===== config.mk =====
export PLATFORM = sky130hd
export DESIGN_NAME = phy_rx_lane_merge
export DESIGN_NICKNAME = d
export VERILOG_FILES = /design/src/rtl/phy_rx_lane_merge.sv
export SDC_FILE = /design/constraint.sdc
export NUM_CORES = 1
export LEC_CHECK = 0
export BUFFER_PORTS_ARGS = -buffer_cell sky130_fd_sc_hd__clkbuf_2
export CAP_MARGIN = 5
export CORE_MARGIN = 2
export CORE_UTILIZATION = 40
export CTS_CLUSTER_SIZE = 24
export DETAILED_ROUTE_END_ITERATION = 12
export GPL_TIMING_DRIVEN = 1
export MAX_ROUTING_LAYER = met4
export PLACE_DENSITY = 0.72
export SETUP_SLACK_MARGIN = 0.4
export SLEW_MARGIN = 20
export SYNTH_ARGS = -nofsm -noshare
export SYNTH_HDL_FRONTEND = slang
export SYNTH_SLANG_ARGS = --single-unit

===== constraint.sdc =====
create_clock -name clk_4f -period 2.6 [get_ports clk_4f]
set_clock_uncertainty 0.1 [all_clocks]
set_input_delay 0.52 -clock clk_4f [delete_from_list [all_inputs] [get_ports clk_4f]]
set_output_delay 0.52 -clock clk_4f [all_outputs]
set_load 0.05 [all_outputs]

===== src/rtl/phy_rx_lane_merge.sv =====
// phy_rx_lane_merge: reassembles 32-bit words from two byte lanes over two cycles.
// Optional PHY_RX_WORD_COUNT_EN adds a 16-bit wrapping count of delivered words.
module phy_rx_lane_merge #(
  parameter int IDLE_LIMIT = 8
) (
  input  logic        clk_4f,
  input  logic        reset,
  input  logic [7:0]  data_in_0,
  input  logic [7:0]  data_in_1,
  input  logic        valid_in0,
  input  logic        valid_in1,
  output logic [31:0] data_output,
  output logic        valid_out,
  output logic        active_out,
  output logic        lane_error
`ifdef PHY_RX_WORD_COUNT_EN
  ,
  output logic [15:0] word_count
`endif
);
  typedef enum logic {IDLE, HI_RCVD} state_t;
  localparam logic [7:0] LIM = IDLE_LIMIT[7:0];
  state_t state, state_nx;
  logic [15:0] hold;
  logic [7:0] idle_cnt, idle_nx;
  logic both, none, load_hi, load_word, err;
  assign both = valid_in0 & valid_in1;
  assign none = ~(valid_in0 | valid_in1);
  always_ff @(posedge clk_4f or negedge reset)
    if (!reset) state <= IDLE;
    else state <= state_nx;
  always_comb state_nx = (state == IDLE && both) ? HI_RCVD : IDLE;
  always_comb begin
    load_hi = (state == IDLE) && both;
    load_word = (state == HI_RCVD) && both;
    err = (valid_in0 ^ valid_in1) | ((state == HI_RCVD) && none);
  end
  assign idle_nx = !none ? 8'd0 : (idle_cnt == LIM ? idle_cnt : idle_cnt + 8'd1);
  // hold keeps only the first-cycle bytes: {lane0 -> [31:24], lane1 -> [15:8]}
  always_ff @(posedge clk_4f or negedge reset)
    if (!reset) begin
      hold <= '0;
      data_output <= '0;
      valid_out <= 1'b0;
      active_out <= 1'b0;
      lane_error <= 1'b0;
      idle_cnt <= '0;
    end else begin
      if (load_hi) hold <= {data_in_0, data_in_1};
      if (load_word) data_output <= {hold[15:8], data_in_0, hold[7:0], data_in_1};
      valid_out <= load_word;
      lane_error <= lane_error | err;
      idle_cnt <= idle_nx;
      active_out <= load_word | (active_out & (idle_nx != LIM));
    end
`ifdef PHY_RX_WORD_COUNT_EN
  always_ff @(posedge clk_4f or negedge reset)
    if (!reset) word_count <= '0;
    else if (valid_out) word_count <= word_count + 16'd1;
`endif
endmodule

# Word level (Yosys, flattened, before mapping)
# Cells that the tools add are included.
# word_totals
ff_bits	60
input_bits	20
out_inout_bits	35
# classes
addsub	1
eq_ne	2
mux	3
n_bitwise	9
reduce_logical	3
# ops
op	n
8-bit two-way mux	2
8-bit by 1-bit adder with 8-bit output (second input constant)	1
8-bit by 4-bit == test with 1-bit output (second input constant)	1
8-bit by 4-bit inequality test with 1-bit output (second input constant)	1
1-bit OR	4
1-bit logical AND	3
1-bit AND	2
1-bit inverter	2
1-bit two-way mux	1
1-bit XOR	1

# Logic depth before layout (Yosys ltp)
# Gate-level depths: netlist of the first run.
# logic_depth
ltp_word	6
mapped_depth	6

# Least setup slack after synthesis of the first run
# Ideal clock, no wire load.
# synth_timing
path_kind	in2reg
from	input valid_in0
to	register hold[10]
setup_ns	0.125
t_arrival_ns	1.522
required_ns	2.375
slack_ns	0.853
stages	5
path_cell_list	ha_1 -> nor2b_1 -> buf_2 -> buf_2 -> mux2_2
# synth_via
elab_chain_cells	2
# synth_rtl
element	line_no	source
from (decl)	10	input logic valid_in0,
1-bit AND	27	assign both = valid_in0 & valid_in1;
1-bit logical AND	34	load_hi = (state == IDLE) && both;
named net load_hi	26	logic both, none, load_hi, load_word, err;
to (signal assigned)	49	if (load_hi) hold <= {data_in_0, data_in_1};
to (decl)	24	logic [15:0] hold;
# The timed path passes the listed nets, and every way through them passes these cells.
# A chain may end at the register's enable or synchronous reset.

# Final worst setup path of the first run
# layout_timing
from	register idle_cnt[0]
to	register active_out
# layout_via
elab_chain_cells	6
# layout_rtl
element	line_no	source
from (decl)	25	logic [7:0] idle_cnt, idle_nx;
from (signal assigned)	53	idle_cnt <= idle_nx;
8-bit by 1-bit adder with 8-bit output / 8-bit by 4-bit == test with 1-bit output (equally long branches)	38	assign idle_nx = !none ? 8'd0 : (idle_cnt == LIM ? idle_cnt : idle_cnt + 8'd1);
8-bit two-way mux * (2 in a row)	38	
8-bit by 4-bit inequality test with 1-bit output *	54	active_out <= load_word | (active_out & (idle_nx != LIM));
1-bit AND *	54	
1-bit OR *	54	
to (signal assigned)	54	
to (decl)	14	output logic active_out,
# Mark *: on every way between the ends. The rest lies on a longest branch, timed or not.

==> flow_metrics.env, run 1 <==
export IMPL_path_class="reg -> reg"
export IMPL_clk_root_buffer_cell="clkbuf_8"
export IMPL_period_share_pct=67.5
export IMPL_area_growth_pct=21.3
export IMPL_outcome="finished clean"
export IMPL_place_gp_congestion=0.793
export IMPL_path_clk_slew_ns=0.06
export IMPL_drtPass1Iterations=4
export IMPL_num_vias=1471
export IMPL_drv_slew=0
export IMPL_mostFrequentLayoutCells="dfrtp_1, clkbuf_2, mux2_2"
export IMPL_cts_resized=0
export IMPL_antenna_cells=0
export IMPL_ios=55
export IMPL_die_h_um=82.0
export IMPL_fillers=537
export IMPL_cts_sinks=60
export IMPL_wl_per_cell_um=13.6
export IMPL_critPathArrivalTime_ns=1.85
export IMPL_synth_cell_type_count=29
export IMPL_num_rows=28
export IMPL_maxCapViolations=0
export IMPL_setup_viol=0
export IMPL_grt_overflow_total=0
export IMPL_numPortBuffers=54
export IMPL_drt_iter0_drc=78
export IMPL_grt_pass1_vias=1423
export IMPL_layout_nets=252
export IMPL_path_max_fanout=6
export IMPL_power_internal_w=0.00173
export IMPL_yosysWarnings=0
export IMPL_seq_area_sq_mm=0.00150
export IMPL_max_freq_mhz=570
export IMPL_gr_usage_all_layers_pct=14.4
export IMPL_grt_max_degree=40
export IMPL_power_leakage_nw=1.38
export IMPL_syn_area_sq_mm=0.00244
export IMPL_fin_setup_tns_ns=0
export IMPL_end_kind="register"
export IMPL_pwr_share_seq_pct=43.4
export IMPL_comb_power_share_pct=33.1
export IMPL_slew_headroom_pct=61.5
export IMPL_clk_latency_ns=0.33
export IMPL_syn_area_per_cell_sq_um=14.8
export IMPL_viasPerCell=4.79
export IMPL_die_area_sq_mm=0.00673
export IMPL_rsz0062_at_grt="false"
export IMPL_drcViolationCount=0
export IMPL_fin_hold_ws_ns=0.0717
export IMPL_synth_fp_nets=189
export IMPL_power_density_mw_per_mm2=960
export IMPL_worst_pin_slew_ns=0.578
export IMPL_post_cts_buffers=0
export IMPL_drive_gt1_share_pct=54.7
export IMPL_clock_path_buffers=2
export IMPL_final_common_cell="dfrtp_1"
export IMPL_yosys_register_bits=60
export IMPL_die_w_um=82.0
export IMPL_antenna_found_initial=0
export IMPL_ant_nets=0
export IMPL_multi_input_area_sq_um=881
export IMPL_coreArea_sq_mm=0.00592
export IMPL_initial_core_util_pct=41.1
export IMPL_numCtsBuffers=9
export IMPL_required_ns=2.70
export IMPL_crit_path_start_kind="register"
export IMPL_finalWirelength_um=4160
export IMPL_ir_drop_v=0.000494
export IMPL_h_tree_depth=3
export IMPL_ctsHoldBuffers=0
export IMPL_p_sw_share_pct=39.2
export IMPL_grt_pass1_wl_um=6790
export IMPL_power_switching_w=0.00111
export IMPL_cts_tree="done"
export IMPL_hp_class="in -> async"
export IMPL_clock_power_share_pct=23.5
export IMPL_seq_area_frac_synth_pct=61.6
export IMPL_hold_viol_final=0
export IMPL_layout_min_cycle_time_ns=1.76
export IMPL_synthesis_instances=165
export IMPL_post_dp_hpwl_um=2890
[worst max-delay path: stages, from the launching register on]
cell     delay [ns]
dfrtp_1        0.43
ha_1           0.28
and3_1         0.23
nand3_1        0.10
xor2_1         0.20
a31o_2         0.19
a41oi_2        0.09
[synth_stat cells]
| cell type | instances | area share [%] |
|---|---|---|
| nor2b_1 | 4 | 1.0 |
| ha_1 | 4 | 2.1 |
| a41oi_2 | 1 | 0.67 |
| and3b_1 | 1 | 0.36 |
| xor2_1 | 2 | 0.72 |
| and3_1 | 1 | 0.26 |
| dfrtp_1 | 60 | 62 |
| a31o_2 | 1 | 0.36 |
| inv_1 | 5 | 0.77 |
| nand3b_1 | 1 | 0.31 |
| nor3_2 | 1 | 0.41 |
| buf_4 | 1 | 0.31 |
| nor2_1 | 9 | 1.4 |
| nand2_2 | 1 | 0.26 |
| and2b_2 | 1 | 0.36 |
| mux2_2 | 48 | 22 |
| a211o_1 | 1 | 0.36 |
| buf_2 | 3 | 0.62 |
| o31ai_1 | 1 | 0.31 |
| buf_6 | 1 | 0.46 |
| and2_1 | 1 | 0.26 |
| xnor2_1 | 5 | 1.8 |
| o22ai_1 | 1 | 0.26 |
| nand2_1 | 3 | 0.46 |
| a21oi_1 | 2 | 0.41 |
| inv_2 | 1 | 0.15 |
| nand3_1 | 2 | 0.41 |
| nor4b_2 | 1 | 0.62 |
| nand3_2 | 2 | 0.82 |
[power groups by stage]
stage / logic (W) / clock network (W) / registers (W)
final: 0.000940 / 0.000666 / 0.00123
after global routing: 0.000985 / 0.000731 / 0.00126
after CTS: 0.000952 / 0.000690 / 0.00123
after detailed placement: 0.000951 / 0 / 0.00125
after global placement: 0.000938 / 0 / 0.00124
after floorplan: 0.000195 / 0 / 0.00176
[registers in the layout, summed over array words and instances, names as in the netlist]
register	flops
idle_cnt	8
lane_error	1
valid_out	1
state	1
hold	16
data_output	32
active_out	1
[metrics by stage]
step                util [%]  cells  power (W)  area, sq um  setup slack (ns)
finish                  49.9    307    0.00284         2950             0.844
global route            49.9    307    0.00297         2950             0.716
CTS                     49.9    307    0.00287         2950             0.840
detailed placement      47.4    292    0.00220         2800             0.666
global placement        47.4    292    0.00218         2800             0.699
floorplan                  -    165    0.00195         2440             0.853
[logic make-up after synthesis]
| kind of cell | count (synthesis) | synth area share [%] |
|---|---|---|
| AO/OA/AOI/OAI | 7 | 2.36 |
| flip-flops | 60 | 61.6 |
| adder cells (fa/ha/maj) | 4 | 2.05 |
| AND/OR/NAND/NOR | 28 | 6.93 |
| XOR/XNOR | 7 | 2.52 |
| multiplexers | 48 | 22.2 |
| buffers and inverters | 11 | 2.31 |
[path summary, 6_finish.rpt]
path                                    to  slack, ns  cells after the start    startpoint
setup / recovery                active_out       0.84                      6   idle_cnt[0]
max in group asynchronous      idle_cnt[4]       1.73                      2         reset
min in group clk_4f               hold[13]       0.33                      2  data_in_0[5]
setup reg to reg                active_out       0.84                      6   idle_cnt[0]
hold / removal             data_output[31]       0.07                      1         reset
hold reg to reg                 lane_error       0.37                      1    lane_error
[final cells by class]
| class | instances | share of cell area, % |
|---|---|---|
| multi-input combinational | 94 | 29.8 |
| sequential | 60 | 50.8 |
| clock inverter | 3 | 0.508 |
| inverter | 6 | 0.762 |
| tap | 75 | 3.18 |
| timing repair buffer | 57 | 10.3 |
| clock buffer | 12 | 4.57 |
[per-layer routing]
layer | share of wire (%) | global-route usage (%) | vias to the layer above
li1 | - | - | 695
met1 | 48 | 19.4 | 732
met2 | 45 | 18.7 | 33
met3 | 5.0 | 4.18 | 11
met4 | 2.5 | 9.50 | 0
met5 | 0 | - | -
No activity file was read; power rests on OpenSTA's default activity.
==> run 2, diff against run 1 <==
Settings changed: PLACE_DENSITY 0.72 to 0.74.
Clock period 2.6 ns to 1.55 ns, I/O delays scaled along.
==> run 2 against run 1 <==
- the run now ends with negative setup slack left
- global-route usage is 4.6 points higher
- flip-flop and latch count unchanged
- non-clock buffer count increased by 59
- worst hold slack improved by 0.045 ns
- utilization up 23 points
- critical path depth down 2
- combinational power increased to 2.9 times the previous value
- clock power grew 130%
- sequential power rose by 78%
- die area is the same
- via count is 22% higher
- critical endpoint unchanged
- largest power group is now combinational logic
==> flow_metrics.env, run 2 (synthesis gave the netlist of run 1 again) <==
export IMPL_end_kind="register"
export IMPL_grt_max_degree=29
export IMPL_power_leakage_nw=2.08
export IMPL_layout_nets=312
export IMPL_reg_largest_list="data_output: 32 flops, hold: 16 flops, idle_cnt: 8 flops"
export IMPL_clock_power_share_pct=24.3
export IMPL_drive_gt1_share_pct=69.3
export IMPL_mostFrequentLayoutCells="dfrtp_1, mux2_4, buf_8"
export IMPL_cts_tree="done"
export IMPL_coreArea_sq_mm=0.00592
export IMPL_place_area_sq_mm=0.00313
export IMPL_layout_setup_ws_ns=-0.0299
export IMPL_clk_root_buffer_cell="clkbuf_8"
export IMPL_ios=55
export IMPL_min_path_cells=2
export IMPL_largest_reg_flops=32
export IMPL_critical_path_max_stage_delay_ns=0.42
export IMPL_viasPerCell=4.88
export IMPL_grt_pass1_wl_um=9050
export IMPL_grt_overflow_total=0
export IMPL_drv_slew=0
export IMPL_cts_sinks=60
export IMPL_grt_pass1_vias=1737
export IMPL_hold_start="data_in_1[2]"
export IMPL_comb_power_share_pct=41.7
export IMPL_ir_drop_v=0.00108
export IMPL_fin_area_sq_mm=0.00434
export IMPL_num_vias=1796
export IMPL_cp_slowest_cell="dfrtp_1"
export IMPL_max_freq_mhz=633
export IMPL_clk_latency_ns=0.33
export IMPL_clock_path_buffers=2
export IMPL_required_ns=1.65
export IMPL_final_common_cell="dfrtp_1"
export IMPL_critPathArrivalTime_ns=1.68
export IMPL_initial_core_util_pct=41.1
export IMPL_place_gp_congestion=0.858
export IMPL_power_density_mw_per_mm2=1480
export IMPL_outcome="finished, violations left"
export IMPL_crit_path_start_kind="register"
export IMPL_numCtsBuffers=9
export IMPL_die_area_sq_mm=0.00673
export IMPL_maxCapViolations=0
export IMPL_finalWirelength_um=6430
export IMPL_regToRegEndpoint="active_out"
export IMPL_worst_pin_slew_ns=0.368
export IMPL_path_max_fanout=4
export IMPL_fillers=380
export IMPL_p_sw_share_pct=34.2
export IMPL_drtPass1Iterations=5
export IMPL_antenna_found_initial=0
export IMPL_r2r_slack_ns=-0.03
export IMPL_rsz0062_at_grt="true"
export IMPL_layout_min_cycle_time_ns=1.58
export IMPL_area_growth_pct=78.3
export IMPL_path_clk_slew_ns=0.07
export IMPL_path_class="reg -> reg"
export IMPL_power_switching_w=0.00220
export IMPL_fin_hold_ws_ns=0.117
export IMPL_post_dp_hpwl_um=3170
export IMPL_antenna_cells=0
export IMPL_violations="negative setup slack"
export IMPL_pwr_share_seq_pct=34.0
export IMPL_drt_iter0_drc=109
export IMPL_ant_nets=0
export IMPL_num_rows=28
export IMPL_timing_critical_path_cells="nor4b_2 -> nand3_2 -> o31ai_2 -> a41oi_2"
export IMPL_power_internal_w=0.00424
export IMPL_wl_per_cell_um=17.5
export IMPL_gr_usage_all_layers_pct=19.0
export IMPL_period_share_pct=102
export IMPL_setup_viol=2
export IMPL_numPortBuffers=54
export IMPL_hold_viol_final=0
export IMPL_drcViolationCount=0
export IMPL_largest_register="data_output"
export IMPL_rr_startpoint="idle_cnt[7]"
export IMPL_slew_headroom_pct=75.4
export IMPL_h_tree_depth=3
export IMPL_worstRegToRegCells=4
export IMPL_die_h_um=82.0
export IMPL_hold_end="hold[2]"
export IMPL_die_w_um=82.0
export IMPL_hp_class="in -> reg"
[run 2: area by class of cell]
class                   instances  area, sq um  area share (%)
flip-flops and latches         60         1510            34.7
repair buffers                116         1320            30.4
multi-input cells              94         1140            26.4
clock buffers                  11          141            3.26
well taps                      75         93.8            2.16
clock inverters                 5         75.1            1.73
inverters                       6         38.8           0.893
repair inverters                1         20.0           0.461
[run 2: worst max-delay path, delay by kind of cell, from the launching register on]
kind | cells | cell delay [ns]
and+or+nand+nor | 2 | 0.47
DFF | 1 | 0.42
AOI/OAI and AO/OA | 2 | 0.44
[run 2: how the worst max path moves through the flow]
stage	startpoint	slack [ns]	end	cells after the start
4_1_cts	idle_cnt[0]	0.03	active_out	6
3_3_place_gp	idle_cnt[0]	-0.01	active_out	6
6_report	idle_cnt[7]	-0.03	active_out	4
3_5_place_dp	idle_cnt[0]	-0.06	active_out	6
2_1_floorplan	idle_cnt[0]	-0.006	active_out	6
5_1_grt	idle_cnt[6]	-0.08	idle_cnt[0]	5
[run 2: per-layer routing]
layer | GRT usage (%) | vias up | wire length (um)
met3 | 3.30 | 15 | 186
met4 | 8.50 | 0 | 148
met2 | 27.5 | 48 | 3290
li1 | - | 820 | -
met5 | - | - | 0
met1 | 26.4 | 913 | 2800
[run 2: stage by stage]
stage	worst slack (ns)	std cells	power [W]	util [%]	TNS, ns
finish	-0.0299	368	0.00644	73.4	-0.0331
CTS	0.0273	345	0.00609	67.7	0
detailed placement	-0.0574	302	0.00390	52.9	-0.0574
global route	-0.0762	368	0.00668	73.4	-0.328
global placement	-0.0108	302	0.00387	52.9	-0.0108
floorplan	-0.00619	165	0.00347	-	-0.00619
[run 2: power groups by stage]
stage	Sequential (W)	Clock [W]	Combinational, W
floorplan	0.00296	0	0.000507
finish	0.00219	0.00156	0.00269
detailed placement	0.00211	0	0.00179
CTS	0.00212	0.00157	0.00240
global route	0.00223	0.00166	0.00279
global placement	0.00210	0	0.00177
[run 2: what timing repair did]
item,4_1_cts,5_1_grt
pin swaps,8,1
buffers inserted,22,23
setup endpoints to repair,89,92
resized for setup,90,59
hold endpoints to repair,10,0
hold buffers,1,0
cloned,4,0
